[config.mk]
export PLATFORM = sky130hd
export DESIGN_NAME = multi_chan_event_counter
export DESIGN_NICKNAME = d
export VERILOG_FILES = /design/src/rtl/mcec_pkg.sv /design/src/rtl/mcec_chan.sv /design/src/rtl/multi_chan_event_counter.sv
export SDC_FILE = /design/constraint.sdc
export NUM_CORES = 1
export LEC_CHECK = 0
export ABC_CLOCK_PERIOD_IN_PS = 3250
export CAP_MARGIN = 20
export CORE_MARGIN = 3
export CORE_UTILIZATION = 53
export DETAILED_ROUTE_END_ITERATION = 12
export HOLD_SLACK_MARGIN = 0.1
export PLACE_DENSITY_LB_ADDON = 0.15
export SLEW_MARGIN = 20
export SYNTH_ARGS = -nofsm -noshare
export SYNTH_HDL_FRONTEND = slang
export SYNTH_SLANG_ARGS = --single-unit
[constraint.sdc]
create_clock -name Clk -period 3.25 [get_ports Clk]
set_input_delay 0.65 -clock Clk [delete_from_list [all_inputs] [get_ports Clk]]
set_output_delay 0.65 -clock Clk [all_outputs]
set_load 0.005 [all_outputs]
[src/rtl/mcec_pkg.sv]
// Shared constants and types for the multi-channel event counter.
// Holds the default parameter values, the per-channel state layout at the
// default widths, and the select-width helper used by the top.
// Optional build macro: CNT_SAT_EN (saturating counters instead of wrapping).
package mcec_pkg;

  localparam int unsigned NCH_DEF     = 2;
  localparam int unsigned W_DEF       = 64;
  localparam int unsigned PW_DEF      = 8;
  localparam int unsigned DIV_RST_DEF = 0;

  // Per-channel architectural state at the default widths.
  typedef struct packed {
    logic [PW_DEF-1:0] div;
    logic [PW_DEF-1:0] pre;
    logic [W_DEF-1:0]  cnt;
    logic              ovf;
  } chan_state_t;

  // Channel-select width, never narrower than one bit.
  function automatic int unsigned sel_width(input int unsigned n);
    return (n > 1) ? $clog2(n) : 1;
  endfunction

endpackage

[src/rtl/mcec_chan.sv]
// One channel of the event counter: runtime divisor, prescaler, counter and
// sticky overflow flag. Strobes arrive already decoded for this channel.
// Build macro CNT_SAT_EN: counter saturates at all-ones instead of wrapping.
// Ports:
//   Clk      clock, all state on posedge
//   Reset    synchronous active-high reset
//   hit      count enable steered to this channel
//   clr      clear cnt/pre/ovf (highest priority after Reset)
//   cfg      load cfg_div into the divisor and restart the prescaler
//   cfg_div  new divisor D (one increment per D+1 hits)
//   cnt      registered count
//   ovf      registered sticky overflow flag
module mcec_chan #(
  parameter int unsigned W       = 64,
  parameter int unsigned PW      = 8,
  parameter int unsigned DIV_RST = 0
) (
  input  logic          Clk,
  input  logic          Reset,
  input  logic          hit,
  input  logic          clr,
  input  logic          cfg,
  input  logic [PW-1:0] cfg_div,
  output logic [W-1:0]  cnt,
  output logic          ovf
);

  localparam logic [W-1:0] CNT_MAX = '1;

  logic [PW-1:0] div;
  logic [PW-1:0] pre;

  // Clear beats configure beats count; a blocked hit is simply dropped.
  always_ff @(posedge Clk) begin
    if (Reset) begin
      div <= PW'(DIV_RST);
      pre <= '0;
      cnt <= '0;
      ovf <= 1'b0;
    end else if (clr) begin
      pre <= '0;
      cnt <= '0;
      ovf <= 1'b0;
    end else if (cfg) begin
      div <= cfg_div;
      pre <= '0;
    end else if (hit) begin
      if (pre == div) begin
        pre <= '0;
        if (cnt == CNT_MAX) begin
          ovf <= 1'b1;
`ifdef CNT_SAT_EN
          cnt <= CNT_MAX;
`else
          cnt <= '0;
`endif
        end else begin
          cnt <= cnt + W'(1);
        end
      end else begin
        pre <= pre + PW'(1);
      end
    end
  end

endmodule

[src/rtl/multi_chan_event_counter.sv]
// N-channel event counter with per-channel programmable prescaler, per-channel
// clear and sticky overflow. Each cycle En/Clr are steered to channel Sel and
// CfgWe to channel CfgSel; out-of-range selects touch no channel.
// Build macro CNT_SAT_EN: counters saturate instead of wrapping.
// Ports:
//   Clk     clock
//   Reset   synchronous active-high reset, all channels
//   En      count enable for channel Sel
//   Sel     channel for En / Clr
//   Clr     clear channel Sel
//   CfgWe   write CfgDiv into channel CfgSel's divisor
//   CfgSel  channel for CfgWe
//   CfgDiv  divisor value
//   Count   channel k count at [k*W +: W], registered
//   Ovf     per-channel sticky overflow, registered
module multi_chan_event_counter
  import mcec_pkg::*;
#(
  parameter  int unsigned NCH     = NCH_DEF,
  parameter  int unsigned W       = W_DEF,
  parameter  int unsigned PW      = PW_DEF,
  parameter  int unsigned DIV_RST = DIV_RST_DEF,
  localparam int unsigned SELW    = sel_width(NCH)
) (
  input  logic             Clk,
  input  logic             Reset,
  input  logic             En,
  input  logic [SELW-1:0]  Sel,
  input  logic             Clr,
  input  logic             CfgWe,
  input  logic [SELW-1:0]  CfgSel,
  input  logic [PW-1:0]    CfgDiv,
  output logic [NCH*W-1:0] Count,
  output logic [NCH-1:0]   Ovf
);

  for (genvar k = 0; k < NCH; k++) begin : g_chan
    logic hit;
    logic clr;
    logic cfg;

    // Select decode; values >= NCH match no channel.
    assign hit = En    && (Sel    == SELW'(k));
    assign clr = Clr   && (Sel    == SELW'(k));
    assign cfg = CfgWe && (CfgSel == SELW'(k));

    mcec_chan #(
      .W       (W),
      .PW      (PW),
      .DIV_RST (DIV_RST)
    ) u_chan (
      .Clk     (Clk),
      .Reset   (Reset),
      .hit     (hit),
      .clr     (clr),
      .cfg     (cfg),
      .cfg_div (CfgDiv),
      .cnt     (Count[k*W +: W]),
      .ovf     (Ovf[k])
    );
  end

endmodule

==> out/qor.csv, run 1 <==
stage,metric,value,unit
clock_tree,holdBufCountCts,0,
yosys,synthAdderAreaFrac,0.00636,
yosys,netlist_area,7870,um2
yosys,synth_mux_area_frac,0.0229,
final_layout,synthToLayoutAreaGrowth,29.5,%
timing,hold_viol_final,0,
drt,avgViaCountPerCell,5.76,
power,internal_power,3.45,mW
run,cap_violations,0,
timing,timing.fmax,0.358,GHz
global_route,grt_pass1_wl,33100,um
drt,dr.pass1.iters,5,
timing,tightest_slew,612,ps
worst_setup_path,slowest_delay,770,ps
final_layout,nets,1108,
clock_tree,cts.reportedPaths.clkPinSlew,60,ps
power,p_per_area,427,nW/um2
timing,timing.hold.ws,473,ps
yosys,synth.top_cell.area_share,0.412,
floorplanning,die-area,16300,um2
timing,maxSlewHeadroom,0.589,
yosys,synth_top_family_by_area,simple AND/OR/NAND/NOR gates,
global_route,antenna_found_initial,0,
power,netSwitchingFraction,0.206,
timing,final-setup-viol-count,0,
timing,final-max-slew-violation-count,0,
worst_setup_path,critPathKind,reg2reg,
power,fin_total_pwr,4.35,mW
worst_setup_path,crit_buf_inv,1,
timing,fin_skew,8.52,ps
clock_tree,cts_sinks,162,
timing,fin_crit,2800,ps
final_layout,antenna_cells,0,
global_route,grt_usage,0.247,
final_layout,utilization,0.717,
power,seq_power_share,0.462,
yosys,synth_largest_area_cell,dfxtp_1,
drt,drc,0,
clock_tree,clk_latency,430,ps
final_layout,drive_gt1_frac,0.0653,
global_route,overflow,0,
floorplanning,die_x,128,um
drt,wl_per_cell,15.9,um
yosys,ys_warn_count,0,
drt,vias,7381,
clock_tree,ctsHtreeMaxLevel,4,
placed_design,place_congestion,0.849,
worst_hold_path,hp-class,reg2reg,
yosys,syn_nets,960,
yosys,synth.avg_cell_area,8.36,um2
worst_setup_path,critPathTopFamily,simple AND/OR/NAND/NOR gates,
worst_setup_path,crit_chain,"nand4_1, or4_1, nor2_4, nand4_2, o31ai_4, buf_12, nor2_1",
power,leakage,3.17,nW
worst_setup_path,cp_max_fo,63,
floorplanning,core,14200,um2
clock_tree,clk_path_buf_depth,2,
final_layout,regArea,3240,um2
timing,finalSetupTns,0,ps
worst_setup_path,crit_path_end_kind,register,
yosys,synthXorXnorAreaFrac,0.134,
global_route,grt_max_degree,64,
drt,drt-total-wl,20400,um
yosys,synth_seq_area_share,0.412,
timing,rsz0062_at_grt,false,
drt,antenna_left,0,
clock_tree,root_buffer,clkbuf_16,
worst_setup_path,crit_path_start_kind,register,
timing,post-route-period-util,0.860,
power,pwr-share-comb,0.040,
power,irDropWorstVdd,0.371,mV
yosys,ys_top_cells_by_area,"dfxtp_1, xnor2_1, nor2_1",
floorplanning,num_io_pins,145,
floorplanning,die_h,128,um
yosys,synth_cells,941,
floorplanning,initial_utilization,0.554,
power,clockPowerShare,0.498,
final_layout,fill_cells,1145,
clock_tree,cts_repair_resize_count,0,
worst_setup_path,slowest_stage,or4_1,
yosys,synth_cell_types,46,
outcome,status,finished clean,
yosys,synth-simple-area-share,0.334,
final_layout,multi_input_area,4380,um2
clock_tree,cts_setup_buffers,0,
global_route,grt_pass1_vias,6707,
placed_design,port-buffer-count,144,
yosys,synth-compound-area-share,0.0582,
yosys,postSynthRegisterBits,162,
drt,drt_iter0_drc,495,
floorplanning,fp-row-count,43,
power,p_switching,899,uW
clock_tree,cts_tree,done,
worst_setup_path,cp.arrival,3100,ps
worst_setup_path,required,3550,ps
placed_design,dp_hpwl,14500,um
clock_tree,cts_made_buffers,17,
==> kinds of logic after synthesis <==
logic type,count (synthesis)
buf+inv,51
mux,18
simple gates,505
flops,162
compound gates,81
xor+xnor,120
fa+ha+maj,4
==> registers in the layout (all words and copies together), names as in the netlist <==
| name | flops |
|---|---|
| g_chan.u_chan.cnt | 128 |
| g_chan.u_chan.div | 16 |
| g_chan.u_chan.ovf | 2 |
| g_chan.u_chan.pre | 16 |
==> per-layer routing <==
| layer | GRT usage | part of all wire | up-vias |
|---|---|---|---|
| met4 | 0.0774 | 0.015 | 0 |
| met3 | 0.0521 | 0.060 | 28 |
| met1 | 0.324 | 0.44 | 3473 |
| met2 | 0.407 | 0.48 | 235 |
| li1 | - | - | 3645 |
| met5 | 0 | 0 | - |
==> metrics by stage <==
| stage | cell area [um2] | setup WS (ps) | cells |
|---|---|---|---|
| 6_report | 10200 | 454 | 1282 |
| 5_1_grt | 10200 | 260 | 1282 |
| 4_1_cts | 10200 | 458 | 1282 |
| 3_5_place_dp | 9540 | 108 | 1250 |
| 3_3_place_gp | 9540 | 177 | 1250 |
| 2_1_floorplan | 7870 | 752 | 941 |
==> cells in the mapped netlist (all sizes together) <==
cell type	number
a21boi	1
a21o	2
a21oi	38
and2	5
and3	18
and3b	1
and4	8
buf	21
clkbuf	17
dfxtp	162
ha	4
inv	13
mux2i	18
nand2	70
nand2b	1
nand3	61
nand4	55
nor2	147
nor2b	4
nor3	41
nor3b	1
nor4	43
o21a	2
o21ai	29
o31ai	9
or2	5
or3	31
or3b	3
or4	11
xnor2	84
xor2	36
==> path summary, 6_finish.rpt <==
check                                        startpoint  slack, ps                        to  depth (start not counted)
worst max-delay path            g_chan[0].u_chan.cnt[9]        450  g_chan[0].u_chan.cnt[52]                          7
worst min register to register     g_chan[0].u_chan.ovf        470      g_chan[0].u_chan.ovf                          1
worst min-delay path               g_chan[0].u_chan.ovf        470      g_chan[0].u_chan.ovf                          1
worst max register to register  g_chan[0].u_chan.cnt[9]        450  g_chan[0].u_chan.cnt[52]                          7
==> power groups by stage <==
stage | clock network (mW) | logic [mW] | registers (mW)
3_3_place_gp | 0 | 0.173 | 2.05
5_1_grt | 2.27 | 0.192 | 2.01
3_5_place_dp | 0 | 0.175 | 2.05
4_1_cts | 2.19 | 0.176 | 2.01
2_1_floorplan | 0 | 0.117 | 2.05
6_report | 2.17 | 0.175 | 2.01
==> final cells by class <==
type | instances | area share
Clock buffer | 24 | 0.0492
Sequential cell | 162 | 0.318
Clock inverter | 8 | 0.0145
Multi-Input combinational cell | 728 | 0.430
Inverter | 13 | 0.00479
Tap cell | 180 | 0.0221
Timing Repair Buffer | 167 | 0.161
==> worst register-to-register path: stages (launching register included) <==
cell     delay, ps
dfxtp_1        440
nand4_1        230
or4_1          770
nor2_4         250
nand4_2        240
o31ai_4        330
buf_12         300
nor2_1         130
==> placed cells by master (no fill, tap or decap), types with 4 or more instances in the layout <==
master / Yosys / routed
nor2b_1: 4 / 4
buf_4: 2 / 21
nand2_1: 70 / 70
bufinv_16: 0 / 4
nor4_1: 39 / 38
inv_1: 13 / 13
ha_1: 4 / 4
nand4_1: 53 / 53
mux2i_1: 18 / 18
clkbuf_16: 0 / 17
a21oi_1: 37 / 37
and2_1: 5 / 5
nor3_1: 40 / 40
clkdlybuf4s50_1: 0 / 144
xor2_1: 36 / 36
and3_1: 18 / 18
nand3_1: 60 / 60
nor2_1: 146 / 146
o21ai_0: 28 / 28
or4_1: 10 / 10
or3_1: 31 / 31
xnor2_1: 84 / 84
o31ai_1: 8 / 8
clkbuf_8: 0 / 5
dfxtp_1: 162 / 162
and4_1: 8 / 8
Note: power is estimated with default switching activity, not from simulation.
==> inputs of run 2 (changes only) <==
--- a/config.mk
+++ b/config.mk
@@ -15,4 +15,5 @@
 export SLEW_MARGIN = 20
 export SYNTH_ARGS = -nofsm -noshare
 export SYNTH_HDL_FRONTEND = slang
+export SYNTH_HIERARCHICAL = 1
 export SYNTH_SLANG_ARGS = --single-unit
==> out/qor.csv, run 2 <==
stage,metric,value,unit,change
global_route,busiest_layer,met2,,unchanged
final_layout,top_register,g_chan.u_chan/cnt,,was g_chan.u_chan.cnt
yosys,synth_cell_types,41,,was 46
yosys,yosysMostFrequentCell,nor2_1,,was dfxtp_1
final_layout,final_common_cell,nor2_1,,was dfxtp_1
drt,dr.pass1.iters,6,,was 5
yosys,synthArstFlopShare,0,,unchanged
yosys,ys_top_cells_by_area,"dfxtp_1, xnor2_1, nor2_1",,unchanged
clock_tree,clk_latency,420,ps,was 430 ps
worst_setup_path,crit_chain,"clkdlybuf4s50_1, and2_2, nand3b_1, or2_1, nor4_2, nand4_2, or3_1, a21oi_1",,"was nand4_1, or4_1, nor2_4, nand4_2, o31ai_4, buf_12, nor2_1"
final_layout,nets,1124,,was 1108
worst_setup_path,crit_path_start_kind,input port,,was register
timing,hold_viol_final,0,,unchanged
timing,timing.fmax,0.362,GHz,was 0.358 GHz
power,leakage,3.45,nW,was 3.17 nW
outcome,status,finished clean,,unchanged
drt,vias,7541,,was 7381
placed_design,port-buffer-count,144,,unchanged
yosys,postSynthRegisterBits,162,,unchanged
final_layout,antenna_cells,0,,unchanged
final_layout,drive_gt1_frac,0.0986,,was 0.0653
timing,final-max-slew-violation-count,0,,unchanged
final_layout,synthToLayoutAreaGrowth,29.2,%,was 29.5%
clock_tree,ctsHtreeMaxLevel,4,,unchanged
global_route,grt_usage,0.251,,was 0.247
timing,fin_skew,6.77,ps,was 8.52 ps
worst_setup_path,slowest_stage,nor4_2,,was or4_1
clock_tree,cts_repair_resize_count,0,,unchanged
worst_setup_path,crit_path_end_kind,register,,unchanged
yosys,synth.avg_cell_area,8.58,um2,was 8.36 um2
placed_design,place_congestion,0.855,,was 0.849
worst_setup_path,required,3610,ps,was 3550 ps
final_layout,largest_register_ffs,128,,unchanged
final_layout,multi_input_area,4710,um2,was 4380 um2
placed_design,dpl_cell_area,9870,um2,was 9540 um2
clock_tree,root_buffer,clkbuf_16,,unchanged
power,pwr-share-comb,0.046,,was 0.040
yosys,netlist_area,8080,um2,was 7870 um2
floorplanning,die_x,129,um,was 128 um
power,seq_power_share,0.487,,was 0.462
timing,tightest_slew,721,ps,was 612 ps
drt,wl_per_cell,16.2,um,was 15.9 um
global_route,grt_max_degree,48,,was 64
clock_tree,cts_tree,done,,unchanged
floorplanning,initial_utilization,0.550,,was 0.554
timing,rsz0062_at_grt,false,,unchanged
global_route,antenna_found_initial,0,,unchanged
yosys,syn_nets,961,,was 960
clock_tree,holdBufCountCts,0,,unchanged
clock_tree,cts_setup_buffers,0,,unchanged
timing,final-setup-viol-count,0,,unchanged
power,netSwitchingFraction,0.216,,was 0.206
power,internal_power,3.24,mW,was 3.45 mW
drt,drt-total-wl,21100,um,was 20400 um
global_route,grt_pass1_wl,34000,um,was 33100 um
floorplanning,die-area,16800,um2,was 16300 um2
global_route,grtUsageMet2,0.393,,was 0.407
floorplanning,fp-row-count,44,,was 43
worst_setup_path,critPathKind,in2reg,,was reg2reg
worst_setup_path,cp_max_fo,9,,was 63
yosys,synth_edf_count,0,,unchanged
drt,antenna_left,0,,unchanged
yosys,synth_largest_area_cell,dfxtp_1,,unchanged
final_layout,regArea,3240,um2,unchanged
placed_design,dp_hpwl,15600,um,was 14500 um
power,clockPowerShare,0.466,,was 0.498
drt,drt_iter0_drc,534,,was 495
timing,finalSetupTns,0,ps,unchanged
floorplanning,die_h,129,um,was 128 um
clock_tree,clk_path_buf_depth,2,,unchanged
drt,drc,0,,unchanged
power,fin_total_pwr,4.13,mW,was 4.35 mW
worst_setup_path,critPathTopFamily,simple AND/OR/NAND/NOR gates,,unchanged
final_layout,fill_cells,1177,,was 1145
floorplanning,num_io_pins,145,,unchanged
global_route,met3_usage,0.0548,,was 0.0521
yosys,synth_seq_area_share,0.401,,was 0.412
worst_hold_path,hp-class,reg2reg,,unchanged
clock_tree,cts.reportedPaths.clkPinSlew,60,ps,about the same
worst_setup_path,slowest_delay,440,ps,was 770 ps
worst_setup_path,r2r_slack,820,ps,was 450 ps
clock_tree,cts_sinks,162,,unchanged
timing,maxSlewHeadroom,0.515,,was 0.589
yosys,synth_commonest_cells,"nor2_1, dfxtp_1, xnor2_1, nand2_1, nand3_1",,"was dfxtp_1, nor2_1, xnor2_1, nand2_1, nand3_1"
final_layout,final_cell_mix,"nor2_1, dfxtp_1, clkdlybuf4s50_1, xnor2_1, nand2_1",,"was dfxtp_1, nor2_1, clkdlybuf4s50_1, xnor2_1, nand2_1"
yosys,ys_warn_count,6,,was 0
global_route,grt_pass1_vias,6902,,was 6707
power,p_per_area,395,nW/um2,was 427 nW/um2
floorplanning,core,14700,um2,was 14200 um2
power,p_switching,891,uW,was 899 uW
global_route,gr-usage-met1,0.354,,was 0.324
drt,avgViaCountPerCell,5.80,,was 5.76
worst_setup_path,crit_buf_inv,1,,unchanged
timing,post-route-period-util,0.850,,was 0.860
yosys,synth_cells,942,,was 941
global_route,overflow,0,,unchanged
final_layout,top_regs,"g_chan.u_chan/cnt: 128 flops, g_chan.u_chan/div: 16 flops, g_chan.u_chan/pre: 16 flops",,"was g_chan.u_chan.cnt: 128 flops, g_chan.u_chan.div: 16 flops, g_chan.u_chan.pre: 16 flops"
run,cap_violations,0,,unchanged
yosys,synthFlopType,dfxtp_1,,unchanged
final_layout,final_area,10400,um2,was 10200 um2
power,irDropWorstVdd,0.377,mV,was 0.371 mV
yosys,synth.top_cell.area_share,0.401,,was 0.412
timing,fin_crit,2760,ps,was 2800 ps
worst_setup_path,cp.arrival,3120,ps,was 3100 ps
clock_tree,cts_made_buffers,17,,unchanged
-- run 2: cell types whose count changed in the layout (fill, tap and decap cells not counted), moves of 9 or more --
cell and delta:
nor4_1 -28, or3_1 -11, a21oi_1 -23, nor3_2 +9, o211ai_1 +14, xor2_1 +14, nor2_1 +20, o21ai_0 -14
-- run 2: layout make-up --
cell class | count | share of cell area
clock inverter | 5 | 0.00479
multi-input combinational | 746 | 0.451
inverter | 8 | 0.00288
clock buffer | 25 | 0.0494
sequential | 162 | 0.311
timing repair buffer | 170 | 0.159
tap | 184 | 0.0221
-- run 2: final timing paths --
kind	from	end	cells past startpoint
max	CfgWe	g_chan[1].u_chan/cnt[61]	8
min	g_chan[0].u_chan/ovf	g_chan[0].u_chan/ovf	1
max reg2reg	g_chan[0].u_chan/cnt[40]	g_chan[0].u_chan/cnt[33]	6
min reg2reg	g_chan[0].u_chan/ovf	g_chan[0].u_chan/ovf	1
-- run 2: logic make-up after synthesis --
group	after synthesis	synth area share
AO/OA/AOI/OAI	50	0.0378
XOR/XNOR	130	0.141
adder cells (fa/ha/maj)	4	0.00620
buffers and inverters	34	0.0177
flip-flops	162	0.401
multiplexers	20	0.0248
AND/OR/NAND/NOR	542	0.371
-- run 2: worst reg2reg max path, stage by stage, from the launching register on --
cell	delay, ps
dfxtp_1	470
nand4_1	240
nor4_1	700
nand3_1	300
o21ai_4	250
buf_12	250
nor2_1	110
-- run 2: metal layers --
layer | part of all wire | vias up
met5 | 0 | -
met4 | 0.012 | 0
met3 | 0.062 | 28
met1 | 0.47 | 3618
li1 | - | 3661
met2 | 0.46 | 234
-- run 2: power groups by stage --
stage                     clock network (mW)  registers, mW  logic, mW
final                                   1.92           2.01      0.192
after global routing                    2.04           2.01      0.208
after CTS                               1.96           2.01      0.192
after detailed placement                   0           2.05      0.190
after global placement                     0           2.05      0.187
after floorplan                            0           2.05      0.121
-- run 2: through the flow --
step           setup slack (ps)  instances   util  hold slack (ps)
5_1_grt                     322       1300  0.710              489
6_report                    489       1300  0.710              466
2_1_floorplan               763        942      -              464
3_5_place_dp               96.6       1270  0.672              455
4_1_cts                     537       1300  0.710              469
3_3_place_gp                146       1270  0.672              450
